## src/rtl/dir_mem_pkg.sv

```systemverilog
// Shared definitions for the directory home-memory bank: default widths,
// FSM state encoding, the reset-time memory image and an even-parity helper.
// Optional feature macro used by the bank: MEM_PARITY_EN.
package dir_mem_pkg;

   localparam int DEF_DATA_W = 16;
   localparam int DEF_ADDR_W = 3;
   localparam int INIT_LEN   = 8;

   typedef enum logic [1:0] {
      IDLE    = 2'd0,
      RD_WAIT = 2'd1,
      WB_WAIT = 2'd2,
      RESP    = 2'd3
   } state_t;

   localparam int INIT_IMAGE [INIT_LEN] = '{10, 8, 10, 18, 20, 28, 68, 96};

   // Zero-extending a word leaves its parity unchanged, so one wide helper
   // serves every data width up to 64 bits.
   function automatic logic even_parity(input logic [63:0] d);
      return ^d;
   endfunction

endpackage

```

## src/rtl/dir_mem_array.sv

```systemverilog
// Register array behind the home-memory bank: synchronous reset reloads the
// init image, one write port, one asynchronous read port.
// With MEM_PARITY_EN defined each entry carries an extra even-parity bit on
// top of the data and the read port reports a parity mismatch.
module dir_mem_array
   import dir_mem_pkg::*;
#(
   parameter int DATA_W = DEF_DATA_W,
   parameter int ADDR_W = DEF_ADDR_W
) (
   input  logic              clock,
   input  logic              reset,
   input  logic              wr_en,
   input  logic [ADDR_W-1:0] wr_addr,
   input  logic [DATA_W-1:0] wr_data,
   input  logic [ADDR_W-1:0] rd_addr,
`ifdef MEM_PARITY_EN
   output logic              rd_perr,
`endif
   output logic [DATA_W-1:0] rd_word
);

   localparam int DEPTH = 2 ** ADDR_W;
`ifdef MEM_PARITY_EN
   localparam int ENTRY_W = DATA_W + 1;
`else
   localparam int ENTRY_W = DATA_W;
`endif

   logic [ENTRY_W-1:0] mem [DEPTH];

   // Builds the stored form of a data word (data plus parity when enabled).
   function automatic logic [ENTRY_W-1:0] encode(input logic [DATA_W-1:0] d);
`ifdef MEM_PARITY_EN
      return {even_parity(64'(d)), d};
`else
      return d;
`endif
   endfunction

   // Image word for an entry; entries past the image are zero and image
   // values are truncated or zero-extended to the data width.
   function automatic logic [DATA_W-1:0] image_word(input int idx);
      logic [31:0] raw;
      raw = (idx < INIT_LEN) ? 32'(INIT_IMAGE[idx % INIT_LEN]) : 32'd0;
      return DATA_W'(raw);
   endfunction

   // Reset reloads the whole image; otherwise commit the single write port.
   always_ff @(posedge clock) begin
      if (reset) begin
         for (int i = 0; i < DEPTH; i++) begin
            mem[i] <= encode(image_word(i));
         end
      end else if (wr_en) begin
         mem[wr_addr] <= encode(wr_data);
      end
   end

   assign rd_word = mem[rd_addr][DATA_W-1:0];

`ifdef MEM_PARITY_EN
   assign rd_perr = mem[rd_addr][DATA_W] != even_parity(64'(rd_word));
`endif

endmodule

```

## src/rtl/dir_mem_bank.sv

```systemverilog
// Latency-modelled home memory for the directory coherence model. Serves
// line-fill reads and write-backs one at a time; write-back wins when both
// requests arrive together. Optional macro: MEM_PARITY_EN (parity per entry,
// rd_err reports mismatches; otherwise rd_err is tied low).
module dir_mem_bank
   import dir_mem_pkg::*;
#(
   parameter int DATA_W  = DEF_DATA_W,
   parameter int ADDR_W  = DEF_ADDR_W,
   parameter int LATENCY = 2
) (
   input  logic              clock,
   input  logic              reset,
   input  logic              rd_req,
   input  logic [ADDR_W-1:0] rd_addr,
   output logic              rd_valid,
   output logic [DATA_W-1:0] rd_data,
   output logic              rd_err,
   input  logic              dataWB_enable,
   input  logic [ADDR_W-1:0] dataWB_addr,
   input  logic [DATA_W-1:0] dataWB_data,
   output logic              dataWB_ack,
   output logic              busy
);

   localparam logic [3:0] COUNT_LOAD = 4'(LATENCY - 1);

   state_t             state;
   state_t             next_state;
   logic [3:0]         count;
   logic [ADDR_W-1:0]  op_addr;
   logic [DATA_W-1:0]  op_data;
   logic               op_rd;
   logic               count_done;
   logic               wr_en;
   logic [DATA_W-1:0]  arr_word;

   assign count_done = (count == 4'd0);
   assign wr_en      = (state == WB_WAIT) && count_done;

`ifdef MEM_PARITY_EN
   logic arr_perr;
   logic rd_err_q;
`endif

   dir_mem_array #(
      .DATA_W (DATA_W),
      .ADDR_W (ADDR_W)
   ) u_array (
      .clock   (clock),
      .reset   (reset),
      .wr_en   (wr_en),
      .wr_addr (op_addr),
      .wr_data (op_data),
      .rd_addr (op_addr),
`ifdef MEM_PARITY_EN
      .rd_perr (arr_perr),
`endif
      .rd_word (arr_word)
   );

   // State register; reset aborts any access in flight.
   always_ff @(posedge clock) begin
      if (reset) begin
         state <= IDLE;
      end else begin
         state <= next_state;
      end
   end

   // Next-state logic: write-back has priority, waits run until the counter empties.
   always_comb begin
      next_state = state;
      case (state)
         IDLE: begin
            if (dataWB_enable) begin
               next_state = WB_WAIT;
            end else if (rd_req) begin
               next_state = RD_WAIT;
            end
         end
         RD_WAIT, WB_WAIT: begin
            if (count_done) begin
               next_state = RESP;
            end
         end
         RESP:    next_state = IDLE;
         default: next_state = IDLE;
      endcase
   end

   // Latch the accepted request and run the latency counter down while waiting.
   always_ff @(posedge clock) begin
      if (reset) begin
         count   <= 4'd0;
         op_addr <= '0;
         op_data <= '0;
         op_rd   <= 1'b0;
      end else if (state == IDLE) begin
         if (dataWB_enable) begin
            op_addr <= dataWB_addr;
            op_data <= dataWB_data;
            op_rd   <= 1'b0;
            count   <= COUNT_LOAD;
         end else if (rd_req) begin
            op_addr <= rd_addr;
            op_rd   <= 1'b1;
            count   <= COUNT_LOAD;
         end
      end else if ((state == RD_WAIT || state == WB_WAIT) && !count_done) begin
         count <= count - 4'd1;
      end
   end

   // Read data is captured on the edge entering RESP and held until the next read.
   always_ff @(posedge clock) begin
      if (reset) begin
         rd_data <= '0;
`ifdef MEM_PARITY_EN
         rd_err_q <= 1'b0;
`endif
      end else if (state == RD_WAIT && count_done) begin
         rd_data <= arr_word;
`ifdef MEM_PARITY_EN
         rd_err_q <= arr_perr;
`endif
      end
   end

   assign busy       = (state != IDLE);
   assign rd_valid   = (state == RESP) && op_rd;
   assign dataWB_ack = (state == RESP) && !op_rd;

`ifdef MEM_PARITY_EN
   assign rd_err = rd_valid && rd_err_q;
`else
   assign rd_err = 1'b0;
`endif

endmodule
```

## config.mk

```make
export PLATFORM = sky130hd
export DESIGN_NAME = dir_mem_bank
export DESIGN_NICKNAME = d
export VERILOG_FILES = /design/src/rtl/dir_mem_pkg.sv /design/src/rtl/dir_mem_array.sv /design/src/rtl/dir_mem_bank.sv
export SDC_FILE = /design/constraint.sdc
export NUM_CORES = 1
export LEC_CHECK = 0
export CAP_MARGIN = 15
export CELL_PAD_IN_SITES_DETAIL_PLACEMENT = 2
export CELL_PAD_IN_SITES_GLOBAL_PLACEMENT = 2
export CORE_ASPECT_RATIO = 2
export CORE_MARGIN = 8
export CORE_UTILIZATION = 46
export CTS_BUF_LIST = sky130_fd_sc_hd__clkbuf_8
export CTS_CLUSTER_DIAMETER = 40
export DETAILED_ROUTE_END_ITERATION = 6
export DONT_BUFFER_PORTS = 1
export PLACE_DENSITY_LB_ADDON = 0.1
export RECOVER_POWER = 25
export SYNTH_ARGS = -nofsm -noshare
export SYNTH_HDL_FRONTEND = slang
export SYNTH_SLANG_ARGS = --single-unit
```

## constraint.sdc

```tcl
create_clock -name clock -period 2.6 [get_ports clock]
set_input_delay 0.52 -clock clock [delete_from_list [all_inputs] [get_ports clock]]
set_output_delay 0.52 -clock clock [all_outputs]
set_load 0.005 [all_outputs]
```

==> reports/qor.csv <==
stage,metric,value,unit
run_status,status,finished clean,
die,DIE AREA,20700,sq um
global_route,total gr overflow,0,
synth,yosys warns,0,
synth,area share of fa/ha/maj cells after synthesis,1.18,%
timing,Worst-Margin Slew,0.940,ns
final_layout,NumNets Final,615,
timing,unrepaired setup endpoints after global routing,false,
clocking,Clock Sinks,170,
synth,distinct cell type count after synthesis,41,
drt,total number of vias,4515,
critical_path,family with the most delay on the worst path,simple AND/OR/NAND/NOR gates,
pwr,P_leak,0.00275,uW
pwr,maximum VDD drop,0.000421,V
critical_path,"slowest stage delay, CP",0.42,ns
clocking,Post-CTS Hold Buffers,0,
drt,Avg WL per Cell,24.0,um
placement,placed cells,767,
critical_path,Slowest cell on crit path,or2_2,
timing,final setup vio count,0,
die,# rows,66,
critical_path,worst r2r src,state[0],
critical_path,Worst Setup Path Type,reg -> reg,
critical_path,WP buf/inv,2,
die,Die Ht,196,um
clocking,TritonCTS clock tree,yes,
synth,cells after synthesis,585,
drt,initial drt markers,125,
global_route,first-pass GRT wire length,30.1,mm
synth,synth top area cells,"edfxtp_1 52%, dfxtp_1 11%, and2_1 9.6%",
placement,Buffers on Ports,0,
synth,largest family of logic cells by synthesized area,simple AND/OR/NAND/NOR gates,
critical_path,Worst Reg2Reg Path Length in Cells,7,
clocking,worst skew pair latency,0.47,ns
clocking,H-tree depth,4,
global_route,grt met3 use,3.06,%
final_layout,share of cells above drive strength 1,12.6,%
synth,simple-gate share of the synthesized area,18.2,%
final_layout,Diodes inserted,0,
critical_path,peak fanout along the critical path,16,
critical_path,Worst path depth,7,
global_route,largest net degree at the start of global routing,53,
final_layout,final cell count without fillers,798,
synth,Synth top area share,51.7,%
synth,Synth Flop Type,edfxtp_1,
synth,"EDFF count, synth",128,
placement,Placer Congestion,0.781,
clocking,Resized cells post-CTS,0,
critical_path,origin of the worst setup path,state[0],
global_route,met2 Use GR,33.3,%
drt,Vias/cell,5.66,
synth,Synth Area in Compound Gates,7.18,%
synth,async set or reset register ratio after synthesis,0,%
synth,Synth Cell Area,7440,sq um
clocking,deepest clock path buffer count,2,
clocking,root buf cell,clkbuf_8,
critical_path,"Arr. time, crit path",2.47,ns
placement,post-detail-place hpwl,13.6,mm
final_layout,final core utilization,49.9,%
die,area of the core,16000,sq um
global_route,met1 Use GR,23.5,%
synth,"Seq/Total Area, Yosys",63.0,%
timing,clock skew,0.0156,ns
die,Starting Density,46.4,%
final_layout,area grow syn2layout,7.53,%
clocking,TritonCTS buffer count,17,
die,Die Width,106,um
worst_hold_path,min-delay worst type,in -> reg,
timing,Max Slew Vio Count,0,
global_route,initial antenna violation count,0,
drt,Post-Route WL,19.2,mm
timing,Fmax achieved,0.424,GHz
synth,leading cell types by count after synthesis,"128 x edfxtp_1, 114 x and2_1, 42 x dfxtp_1",
die,IO Count,46,
clocking,number of setup buffers added after CTS,0,
worst_hold_path,hold depth,1,
synth,Synth Area per Inst,12.7,sq um
synth,Post-Synth XOR/XNOR Area,0,%
pwr,Pwr Total,6910,uW
critical_path,WP data required,2.71,ns
worst_hold_path,min-delay src,reset,
synth,register bit total from synthesis,170,
drt,Pre-antenna DRT Iters,4,
timing,minimum clock period,2.36,ns
timing,Tcrit/Tclk final,90.6,%
job,Max-Cap Viols,0,
synth,largest area contributor in the synthesized netlist,edfxtp_1,
critical_path,Worst Setup End Kind,flip-flop,
synth,mux share of post-synthesis cell area,7.70,%
drt,Antenna Nets Post-Route,0,
drt,drt drc,0,
global_route,Most Crowded Layer GR,met2,
global_route,overall routing resource usage,19.3,%
clocking,clock slew seen by the registers of the worst setup and hold paths,0.09,ns
pwr,Power Dens Cells,863,nW/um^2
synth,Syn Nets,618,
critical_path,CP Launch Type,flip-flop,
timing,normalized max-slew margin,37.3,%
global_route,vias in the first global route,5047,
synth,top-count cell post-synth,edfxtp_1,
timing,endpoints failing hold,0,
critical_path,crit path cell chain,inv_1 -> ha_1 -> and4bb_1 -> or3b_1 -> buf_4 -> nor2_1 -> or2_2,
timing,setup TNS,0,ns
-- cell families after synthesis --
kind of cell,count (synthesis)
other,1
AOI/OAI and AO/OA,80
muxes,37
DFF,170
adders and majority gates,7
and+or+nand+nor,245
buffers and inverters,45
-- report_power, final --
part           switching [uW]  internal [uW]
logic                    1020            633
clock network            1010            756
registers                 299           3190
-- path summary, 6_finish.rpt --
kind	to	slack, ns
setup / recovery	u_array.mem[0][14]	0.24
hold / removal	op_data[3]	0.11
setup reg to reg	u_array.mem[0][14]	0.24
hold reg to reg	rd_data[5]	0.52
-- registers in the layout, summed over array words and instances (netlist names) --
| register | flops |
|---|---|
| op_rd | 1 |
| op_data | 16 |
| u_array.mem | 128 |
| count | 4 |
| state | 2 |
| op_addr | 3 |
| rd_data | 16 |
-- per-stage QoR --
stage / instance area [sq um] / setup slack [ns] / hold WS, ns
finish: 8000 / 0.243 / 0.109
global route: 8000 / 0.105 / 0.0824
CTS: 8020 / 0.205 / 0.0850
detailed placement: 7660 / 0.246 / 0.510
global placement: 7660 / 0.331 / 0.504
floorplan: 7440 / 0.561 / 0.484
-- cells in the final DEF, fill, tap and decap left out, types with 4 or more instances in the layout --
| master | instances |
|---|---|
| ha_1 | 7 |
| a221oi_1 | 7 |
| or3_1 | 16 |
| inv_1 | 7 |
| nor2_1 | 38 |
| nor2b_1 | 5 |
| buf_4 | 14 |
| clkinv_4 | 5 |
| a211oi_1 | 4 |
| nand2b_1 | 6 |
| and2_1 | 102 |
| dfxtp_1 | 41 |
| or2_2 | 9 |
| clkbuf_8 | 17 |
| o21ai_0 | 4 |
| a22oi_1 | 8 |
| a21oi_1 | 27 |
| nor3_1 | 10 |
| o22ai_1 | 8 |
| mux4_2 | 16 |
| nand2_1 | 38 |
| o21a_1 | 7 |
| edfxtp_1 | 128 |
| mux2i_1 | 19 |
| and2_0 | 12 |
| o221ai_1 | 7 |
-- layout make-up --
class	count	area, sq um
inverters	6	22.5
flip-flops and latches	170	4690
clock buffers	17	234
well taps	204	255
repair buffers	17	116
multi-input cells	370	2560
fillers	1613	8020
clock inverters	14	126
-- layer usage --
layer | share of wire (%) | vias up
met3 | 2.7 | 23
met1 | 43 | 2326
met4 | 1.9 | 0
met5 | 0 | -
met2 | 53 | 69
li1 | - | 2097
Note: power is estimated with default switching activity, not from simulation.
